===== src/rtl/mem_bus_arbiter_if.sv =====
`default_nettype none
// ============================================================================
// Module   : mem_bus_arbiter_if
// Brief    : Cache-side, memory-side and routed-response signals of the
//            shared main-memory port arbiter.
// Revision : 1.0
// ============================================================================
interface mem_bus_arbiter_if;
   logic [1:0]  icache2mem_command;
   logic [63:0] icache2mem_addr;
   logic [1:0]  dcache2mem_command;
   logic [63:0] dcache2mem_addr;
   logic [63:0] dcache2mem_data;
   logic [3:0]  mem2proc_response;
   logic [63:0] mem2proc_data;
   logic [3:0]  mem2proc_tag;
   logic [1:0]  proc2mem_command;
   logic [63:0] proc2mem_addr;
   logic [63:0] proc2mem_data;
   logic [3:0]  mem2icache_response;
   logic [3:0]  mem2icache_tag;
   logic [63:0] mem2icache_data;
   logic [3:0]  mem2dcache_response;
   logic [3:0]  mem2dcache_tag;
   logic [63:0] mem2dcache_data;
   logic        arb_error;

   // Caches and memory drive the requests and responses.
   modport master (
      output icache2mem_command, icache2mem_addr,
      output dcache2mem_command, dcache2mem_addr, dcache2mem_data,
      output mem2proc_response, mem2proc_data, mem2proc_tag,
      input  proc2mem_command, proc2mem_addr, proc2mem_data,
      input  mem2icache_response, mem2icache_tag, mem2icache_data,
      input  mem2dcache_response, mem2dcache_tag, mem2dcache_data,
      input  arb_error
   );

   // The arbiter consumes them and drives the routed results.
   modport slave (
      input  icache2mem_command, icache2mem_addr,
      input  dcache2mem_command, dcache2mem_addr, dcache2mem_data,
      input  mem2proc_response, mem2proc_data, mem2proc_tag,
      output proc2mem_command, proc2mem_addr, proc2mem_data,
      output mem2icache_response, mem2icache_tag, mem2icache_data,
      output mem2dcache_response, mem2dcache_tag, mem2dcache_data,
      output arb_error
   );
endinterface
`default_nettype wire


===== src/rtl/mem_bus_arbiter.sv =====
`default_nettype none
// ============================================================================
// Module   : mem_bus_arbiter
// Brief    : icache/dcache arbiter for the single memory port, with a
//            tag-ownership table that steers returning load data back.
// Revision : 1.0
// ============================================================================
module mem_bus_arbiter #(
   parameter int STARVE_LIMIT = 4
) (
   input  wire logic         clock,
   input  wire logic         reset,
   mem_bus_arbiter_if.slave  bus
);

   localparam logic [1:0] c_bus_none     = 2'd0;
   localparam logic [1:0] c_bus_load     = 2'd1;
   localparam logic [2:0] c_starve_limit = 3'(STARVE_LIMIT);

   logic [15:0] r_valid;
   logic [15:0] r_owner;        // 1 = dcache owns the tag
   logic [2:0]  r_starve_cnt;
   logic        r_arb_error;

   logic        w_icache_req;
   logic        w_dcache_req;
   logic        w_grant_icache;
   logic        w_grant_dcache;
   logic        w_alloc;
   logic [3:0]  w_alloc_tag;
   logic        w_alloc_conflict;
   logic [3:0]  w_ret_tag;
   logic        w_ret_hit;
   logic        w_ret_unowned;
   logic        w_ret_owner_d;
   logic [15:0] w_valid_next;

   assign w_icache_req   = bus.icache2mem_command != c_bus_none;
   assign w_dcache_req   = bus.dcache2mem_command != c_bus_none;
   assign w_grant_icache = !reset && w_icache_req &&
                           (!w_dcache_req || r_starve_cnt == c_starve_limit);
   assign w_grant_dcache = !reset && w_dcache_req && !w_grant_icache;

   always_comb begin
      bus.proc2mem_command = c_bus_none;
      bus.proc2mem_addr    = 64'd0;
      bus.proc2mem_data    = 64'd0;
      if (w_grant_dcache) begin
         bus.proc2mem_command = bus.dcache2mem_command;
         bus.proc2mem_addr    = bus.dcache2mem_addr;
         bus.proc2mem_data    = bus.dcache2mem_data;
      end else if (w_grant_icache) begin
         bus.proc2mem_command = bus.icache2mem_command;
         bus.proc2mem_addr    = bus.icache2mem_addr;
      end
   end

   assign bus.mem2icache_response = w_grant_icache ? bus.mem2proc_response : 4'd0;
   assign bus.mem2dcache_response = w_grant_dcache ? bus.mem2proc_response : 4'd0;

   // Returns are steered by the owner recorded before this edge's update.
   assign w_ret_tag     = bus.mem2proc_tag;
   assign w_ret_hit     = !reset && (w_ret_tag != 4'd0) && r_valid[w_ret_tag];
   assign w_ret_unowned = !reset && (w_ret_tag != 4'd0) && !r_valid[w_ret_tag];
   assign w_ret_owner_d = r_owner[w_ret_tag];

   assign bus.mem2icache_tag  = (w_ret_hit && !w_ret_owner_d) ? w_ret_tag : 4'd0;
   assign bus.mem2icache_data = (w_ret_hit && !w_ret_owner_d) ? bus.mem2proc_data : 64'd0;
   assign bus.mem2dcache_tag  = (w_ret_hit &&  w_ret_owner_d) ? w_ret_tag : 4'd0;
   assign bus.mem2dcache_data = (w_ret_hit &&  w_ret_owner_d) ? bus.mem2proc_data : 64'd0;
   assign bus.arb_error       = r_arb_error;

   assign w_alloc     = (bus.mem2proc_response != 4'd0) &&
                        ((w_grant_icache && bus.icache2mem_command == c_bus_load) ||
                         (w_grant_dcache && bus.dcache2mem_command == c_bus_load));
   assign w_alloc_tag = bus.mem2proc_response;
   // A tag freed by a return in the same cycle may be reissued without error.
   assign w_alloc_conflict = w_alloc && r_valid[w_alloc_tag] &&
                             !(w_ret_hit && (w_ret_tag == w_alloc_tag));

   always_comb begin
      w_valid_next = r_valid;
      if (w_ret_hit) begin
         w_valid_next[w_ret_tag] = 1'b0;
      end
      if (w_alloc) begin
         w_valid_next[w_alloc_tag] = 1'b1;
      end
   end

   always_ff @(posedge clock) begin
      if (reset) begin
         r_valid      <= '0;
         r_owner      <= '0;
         r_starve_cnt <= '0;
         r_arb_error  <= 1'b0;
      end else begin
         if (w_icache_req && !w_grant_icache) begin
            if (r_starve_cnt != c_starve_limit) begin
               r_starve_cnt <= r_starve_cnt + 3'd1;
            end
         end else begin
            r_starve_cnt <= '0;
         end
         if (w_ret_unowned || w_alloc_conflict) begin
            r_arb_error <= 1'b1;
         end
         r_valid <= w_valid_next;
         if (w_alloc) begin
            r_owner[w_alloc_tag] <= w_grant_dcache;
         end
      end
   end

endmodule
`default_nettype wire


===== src/flat_wrapper.sv =====
// flat-port wrapper written by rule: the top's interface ports become plain ports
module mem_bus_arbiter_flat 
#(
   parameter int STARVE_LIMIT = 4
)
  (clock, reset, bus_icache2mem_command, bus_icache2mem_addr, bus_dcache2mem_command, bus_dcache2mem_addr, bus_dcache2mem_data, bus_mem2proc_response, bus_mem2proc_data, bus_mem2proc_tag, bus_proc2mem_command, bus_proc2mem_addr, bus_proc2mem_data, bus_mem2icache_response, bus_mem2icache_tag, bus_mem2icache_data, bus_mem2dcache_response, bus_mem2dcache_tag, bus_mem2dcache_data, bus_arb_error);
  mem_bus_arbiter_if bus_i ();
  input  wire logic clock;
  input  wire logic reset;
  input wire logic [$bits(bus_i.icache2mem_command)-1:0] bus_icache2mem_command;
  input wire logic [$bits(bus_i.icache2mem_addr)-1:0] bus_icache2mem_addr;
  input wire logic [$bits(bus_i.dcache2mem_command)-1:0] bus_dcache2mem_command;
  input wire logic [$bits(bus_i.dcache2mem_addr)-1:0] bus_dcache2mem_addr;
  input wire logic [$bits(bus_i.dcache2mem_data)-1:0] bus_dcache2mem_data;
  input wire logic [$bits(bus_i.mem2proc_response)-1:0] bus_mem2proc_response;
  input wire logic [$bits(bus_i.mem2proc_data)-1:0] bus_mem2proc_data;
  input wire logic [$bits(bus_i.mem2proc_tag)-1:0] bus_mem2proc_tag;
  output wire logic [$bits(bus_i.proc2mem_command)-1:0] bus_proc2mem_command;
  output wire logic [$bits(bus_i.proc2mem_addr)-1:0] bus_proc2mem_addr;
  output wire logic [$bits(bus_i.proc2mem_data)-1:0] bus_proc2mem_data;
  output wire logic [$bits(bus_i.mem2icache_response)-1:0] bus_mem2icache_response;
  output wire logic [$bits(bus_i.mem2icache_tag)-1:0] bus_mem2icache_tag;
  output wire logic [$bits(bus_i.mem2icache_data)-1:0] bus_mem2icache_data;
  output wire logic [$bits(bus_i.mem2dcache_response)-1:0] bus_mem2dcache_response;
  output wire logic [$bits(bus_i.mem2dcache_tag)-1:0] bus_mem2dcache_tag;
  output wire logic [$bits(bus_i.mem2dcache_data)-1:0] bus_mem2dcache_data;
  output wire logic [$bits(bus_i.arb_error)-1:0] bus_arb_error;
  assign bus_i.icache2mem_command = bus_icache2mem_command;
  assign bus_i.icache2mem_addr = bus_icache2mem_addr;
  assign bus_i.dcache2mem_command = bus_dcache2mem_command;
  assign bus_i.dcache2mem_addr = bus_dcache2mem_addr;
  assign bus_i.dcache2mem_data = bus_dcache2mem_data;
  assign bus_i.mem2proc_response = bus_mem2proc_response;
  assign bus_i.mem2proc_data = bus_mem2proc_data;
  assign bus_i.mem2proc_tag = bus_mem2proc_tag;
  assign bus_proc2mem_command = bus_i.proc2mem_command;
  assign bus_proc2mem_addr = bus_i.proc2mem_addr;
  assign bus_proc2mem_data = bus_i.proc2mem_data;
  assign bus_mem2icache_response = bus_i.mem2icache_response;
  assign bus_mem2icache_tag = bus_i.mem2icache_tag;
  assign bus_mem2icache_data = bus_i.mem2icache_data;
  assign bus_mem2dcache_response = bus_i.mem2dcache_response;
  assign bus_mem2dcache_tag = bus_i.mem2dcache_tag;
  assign bus_mem2dcache_data = bus_i.mem2dcache_data;
  assign bus_arb_error = bus_i.arb_error;
  mem_bus_arbiter #(.STARVE_LIMIT(STARVE_LIMIT)) u_core (.clock(clock), .reset(reset), .bus(bus_i));
endmodule

===== config.mk =====
export PLATFORM = sky130hd
export DESIGN_NAME = mem_bus_arbiter_flat
export DESIGN_NICKNAME = d
export VERILOG_FILES = /design/src/rtl/mem_bus_arbiter_if.sv /design/src/rtl/mem_bus_arbiter.sv /design/src/flat_wrapper.sv
export SDC_FILE = /design/constraint.sdc
export NUM_CORES = 1
export LEC_CHECK = 0
export ABC_AREA = 1
export CORE_AREA = 2 2 214 216
export CTS_CLUSTER_DIAMETER = 80
export DETAILED_ROUTE_END_ITERATION = 12
export DIE_AREA = 0 0 216 218
export GPL_ROUTABILITY_DRIVEN = 0
export PLACE_DENSITY = 0.35
export SYNTH_ARGS = -nofsm -noshare
export SYNTH_HDL_FRONTEND = slang
export SYNTH_SLANG_ARGS = --single-unit

===== constraint.sdc =====
create_clock -name clock -period 2.9 [get_ports clock]
set_input_delay 0.29 -clock clock [delete_from_list [all_inputs] [get_ports clock]]
set_output_delay 0.29 -clock clock [all_outputs]
set_load 0.05 [all_outputs]

# After elaboration in Yosys (flattened, before gate mapping)
# Cells that the tools add are included.
# word_totals
out_inout_bits,275
input_bits,270
regBits,36
# classes
n_eq_ne,5
n_bitwise,4
magnitude_cmp,4
n_mux,24
n_reduce_logical,32
n_addsub,1
# ops
op,n
64-bit 2-to-1 mux,5
16-bit 2-to-1 mux,2
1-bit logical AND,18
16-bit AND,1
16-bit bitwise mux,1
4-bit 2-to-1 mux,4
16-bit NOT,1
16-bit OR,1
1-bit binary-select mux with 4-bit select,3
4-bit by 5-bit < comparator with 1-bit output (second input constant),2
1-bit demux with 4-bit select,2
4-bit by 1-bit >= comparator with 1-bit output (second input constant),2
4-bit nonzero test,2
1-bit logical NOT,6
1-bit 2-to-1 mux,5
2-bit by 1-bit == test with 1-bit output (second input constant),2
4-bit == test,1
2-bit 2-to-1 mux,2
2-bit nonzero test,2
3-bit by 1-bit adder with 3-bit output (second input constant),1
3-bit == test (second input constant),1
1-bit logical OR,3
3-bit != test (second input constant),1
2-bit OR reduction,1
1-bit NOT,1

# Logic depth before layout (Yosys ltp)
# Gate-level depths: netlist (run 1).
# logic_depth
depth_word,12
mapped_depth,14
mapped_depth_nobuf,12

# Least setup slack after synthesis (run 1)
# No wires, ideal clock.
# synth_path
path_kind,flip-flop to output port
startpoint,reg u_core.r_starve_cnt[0]
endpoint,out bus_proc2mem_command[1]
path_buffers,2
required_ps,2610
arrival_ps,2130
setup_slack_ps,480
path_stages_with_launch,12
path_cell_list,dfxtp_1 inv_1 ha_1 nand2_1 o21ai_1 nand2_2 nand2_1 inv_2 buf_2 buf_2 nand2_1 o21ai_0
# synth_between
elab_chain_cells,6
elab_cells_between_ends,7
classes_between,eq/ne (1); mux (2); reduce/logical (4)
# synth_rtl
item,line,rtl
"start, declared",mem_bus_arbiter.sv:22,logic [2:0] r_starve_cnt;
"start signal, assigned",mem_bus_arbiter.sv:100,r_starve_cnt <= r_starve_cnt + 3'd1;
3-bit == test *,mem_bus_arbiter.sv:41,(!w_dcache_req || r_starve_cnt == c_starve_limit);
1-bit logical OR *,mem_bus_arbiter.sv:41,
1-bit logical AND *,mem_bus_arbiter.sv:40,assign w_grant_icache = !reset && w_icache_req &&
1-bit logical NOT,mem_bus_arbiter.sv:42,assign w_grant_dcache = !reset && w_dcache_req && !w_grant_icache;
1-bit logical AND,mem_bus_arbiter.sv:42,
2-bit 2-to-1 mux *,mem_bus_arbiter.sv:48,if (w_grant_dcache) begin
"end, declared",flat_wrapper.sv:18,output wire logic [$bits(bus_i.proc2mem_command)-1:0] bus_proc2mem_command;
# Mark *: on every way between the ends. The rest lies on a longest branch, timed or not.

# Final worst setup path (run 1)
# layout_path
startpoint,in bus_mem2proc_tag[0]
endpoint,out bus_mem2icache_data[25]
# layout_between
elab_chain_cells,5
elab_cells_between_ends,10
classes_between,mux (5); reduce/logical (5)
# layout_rtl
item,line,rtl
"start, declared",flat_wrapper.sv:17,input wire logic [$bits(bus_i.mem2proc_tag)-1:0] bus_mem2proc_tag;
"1-bit binary-select mux with 4-bit select, or another cell as far along",mem_bus_arbiter.sv:63,assign w_ret_hit = !reset && (w_ret_tag != 4'd0) && r_valid[w_ret_tag];
"1-bit 2-to-1 mux (not written as such), or another cell as far along",mem_bus_arbiter.sv:63,
1-bit logical AND or 1-bit logical NOT (tied branches),"mem_bus_arbiter.sv:63, mem_bus_arbiter.sv:68",
1-bit logical AND *,mem_bus_arbiter.sv:68,assign bus.mem2icache_data = (w_ret_hit && !w_ret_owner_d) ? bus.mem2proc_data : 64'd0;
64-bit 2-to-1 mux *,mem_bus_arbiter.sv:68,
"end, declared",flat_wrapper.sv:23,output wire logic [$bits(bus_i.mem2icache_data)-1:0] bus_mem2icache_data;
# Mark *: on every way between the ends. The rest lies on a longest branch, timed or not. The select of a mux whose other input is x is not followed.

==> summary.md, run 1 <==
| Metric | Value |
|---|---|
| Status | `finished, final reports clean` |
| Die Span Y | `218 µm` |
| Fmax | `0.366 GHz` |
| Synth top cells by count | `248 x nor2_1, 179 x inv_1, 152 x nand2_1` |
| Post-Route WL | `40.2 mm` |
| Setup Buffers After CTS | `0` |
| Fill count | `4980` |
| Yosys reg bits | `36` |
| CTS Sinks | `36` |
| Via density | `3.83` |
| Drt wl/cell | `20.3 µm` |
| Worst-Skew Late Latency | `0.28 ns` |
| Worst hold path class | `flop to flop` |
| Num CTS Buffers | `5` |
| H-tree levels | `2` |
| Layout cells sized above 1 | `0.270` |
| Clock-pin slew on the worst setup and hold paths | `0.06 ns` |
| Seq/Total Area, Yosys | `0.162` |
| Critical path type | `input pin to output pin` |
| Fin cells | `1979` |
| Initial drt markers | `440` |
| Leakage | `5.46 nW` |
| Ys flop type | `dfxtp_1` |
| Final worst-path cycle share | `0.942` |
| Max_cap viols | `0` |
| Slew @ Worst Pin | `0.745 ns` |
| ANT nets after route | `0` |
| Asr flop ratio synth | `0` |
| Die Span X | `216 µm` |
| Crit path required time | `2.61 ns` |
| CP startpoint | `bus_mem2proc_tag[0]` |
| Root buffer cell | `clkbuf_16` |
| Post-route cell area | `0.0121 mm²` |
| Pwr/cell area | `219 mW/mm²` |
| Area growth syn-to-layout | `172%` |
| CTS tree | `yes` |
| Routed vias | `7574` |
| Hold Violations, Final | `0` |
| Worst r2r src | `u_core.r_starve_cnt[0]$_SDFFE_PP0P_` |
| Slew Limit Fails | `0` |
| Rows | `78` |
| DP HPWL | `35.7 mm` |
| Core area | `0.0449 mm²` |
| Longest Clk Path Bufs | `2` |
| Placed cells | `1968` |
| Starting density of the core | `0.0991` |
| Worst Min Path Start | `u_core.r_starve_cnt[0]$_SDFFE_PP0P_` |
| Worst path arrival time | `2.44 ns` |
| CP max FO | `37` |
| Flop2flop setup slack | `0.79 ns` |
| Initial antenna violation count | `16` |
| CP Launch Type | `input pin` |
| Share of the synthesized area in the top cell type | `0.209` |
| Ys Warns | `0` |
| Final setup viols | `0` |
| Syn_area_per_cell | `5.23 µm²` |
| Clk_skew | `0.00603 ns` |
| Post-synth top area cell | `nor2_1` |
| Fin nets | `1647` |
| Largest net degree at the start of global routing | `71` |
| Post-synthesis instance total | `850` |
| Syn nets | `1122` |
| Post-synth EDFFs | `0` |
| Dpl cell area | `0.0119 mm²` |
| WHS | `0.448 ns` |
| Overall global routing resource usage | `0.161` |
| Total power | `0.00265 W` |
| Top-level I/O count | `545` |
| First-pass GRT wire length | `55.2 mm` |
| IO Port Bufs | `544` |
| Slew HR | `0.504` |
| DR DRC count | `0` |
| Max IR drop VDD | `0.275 mV` |
| Die ar. | `0.0471 mm²` |
| Top-count cell post-synth | `nor2_1` |
| Vias in the first global route | `7568` |
| Mapped cell area | `0.00445 mm²` |
| DRT Pass-1 Iters | `5` |
| CP endpoint kind | `output pin` |
| Unique masters post-synth | `29` |
| GR Overflow Total | `0` |
| Synth top area cells | `nor2_1 21%, dfxtp_1 16%, inv_1 15%` |
| Final Critical Period | `2.73 ns` |
| RSZ-0062 raised after global routing | `yes` |
-- sequential cells by signal, summed over array words and instances, names as in the netlist --
signal                cells
u_core.r_owner           16
u_core.r_valid           16
u_core.r_starve_cnt       3
u_core.bus.arb_error      1
-- area by class of cell --
class                           count  area, µm²  area share
Clock buffer                        5        125      0.0103
Antenna cell                        3       7.51    0.000620
Multi-Input combinational cell    573       2880       0.238
Tap cell                          600        751      0.0620
Timing Repair Buffer              575       6890       0.569
Inverter                          184        692      0.0572
Sequential cell                    36        721      0.0595
Clock inverter                      3       42.5     0.00351
-- worst max-delay path, stage by stage --
cell	delay [ns]
clkdlybuf4s50_1	0.44
buf_4	0.19
nand2_2	0.12
inv_1	0.09
a22oi_1	0.18
nand2_1	0.08
nand2_1	0.06
nand2_1	0.10
nor2_1	0.15
nand2_2	0.13
buf_12	0.21
nor2_1	0.21
buf_12	0.17
-- metal layers --
metal	vias up	global-route usage	wire length (µm)
met5	-	0	41
met4	6	0.0352	825
met3	41	0.0563	3820
met2	402	0.323	21600
met1	3455	0.157	13900
li1	3670	-	-
-- power by group --
group / internal [W] / leakage (nW) / switching, W
logic: 0.000620 / 5.09 / 0.000900
clock network: 0.000404 / 0.0798 / 0.000222
registers: 0.000500 / 0.291 / 0.00000471
-- through the flow --
step / worst slack (ns) / utilization / setup TNS (ns)
floorplan: 0.480 / - / 0
global placement: 0.145 / 0.264 / 0
detailed placement: 0.130 / 0.264 / 0
CTS: 0.119 / 0.268 / 0
global route: -0.0675 / 0.270 / -1.17
finish: 0.167 / 0.270 / 0
-- repair_timing --
action / CTS / global route
resized for setup: 0 / 32
setup endpoints to repair: 0 / 63
hold buffers: 0 / 0
-- kinds of logic (layout without fill, tap and decap cells) --
kind of cell | after synthesis | after routing | synth area share
other | 0 | 3 | 0
xor gates and xnor gates | 3 | 3 | 0.00591
buffers and inverters | 241 | 767 | 0.215
adders and majority gates | 2 | 2 | 0.00562
AOI/OAI and AO/OA | 112 | 112 | 0.203
and+or+nand+nor | 456 | 456 | 0.408
DFF | 36 | 36 | 0.162
-- layout by cell type, fill, tap and decap left out, types with 8 or more instances in the layout --
cell / count
a32o_1: 64
nor2_2: 45
a21oi_1: 27
o21ai_0: 8
nand2_1: 150
clkdlybuf4s50_1: 270
inv_1: 179
nand4_1: 9
nor2_1: 218
buf_4: 153
nand3_1: 27
buf_12: 151
dfxtp_1: 36
-- final timing paths --
path,to,cells past startpoint
worst min register to register,u_core.r_starve_cnt[0]$_SDFFE_PP0P_,1
worst max register to register,u_core.r_owner[4]$_SDFFE_PP0P_,11
worst min-delay path,u_core.r_starve_cnt[0]$_SDFFE_PP0P_,1
worst max-delay path,bus_mem2icache_data[25],13
Note: power is estimated with default switching activity, not from simulation.
==> run 2, diff against run 1 <==
--- a/config.mk
+++ b/config.mk
@@ -7,6 +7,7 @@
 export LEC_CHECK = 0
 export ABC_AREA = 1
 export CORE_AREA = 2 2 214 216
+export CTS_BUF_LIST = sky130_fd_sc_hd__clkbuf_8 sky130_fd_sc_hd__clkbuf_16
 export CTS_CLUSTER_DIAMETER = 80
 export DETAILED_ROUTE_END_ITERATION = 12
 export DIE_AREA = 0 0 216 218
==> results of run 2 <==
Final layout, timing and power as in run 1 (identical DEF).
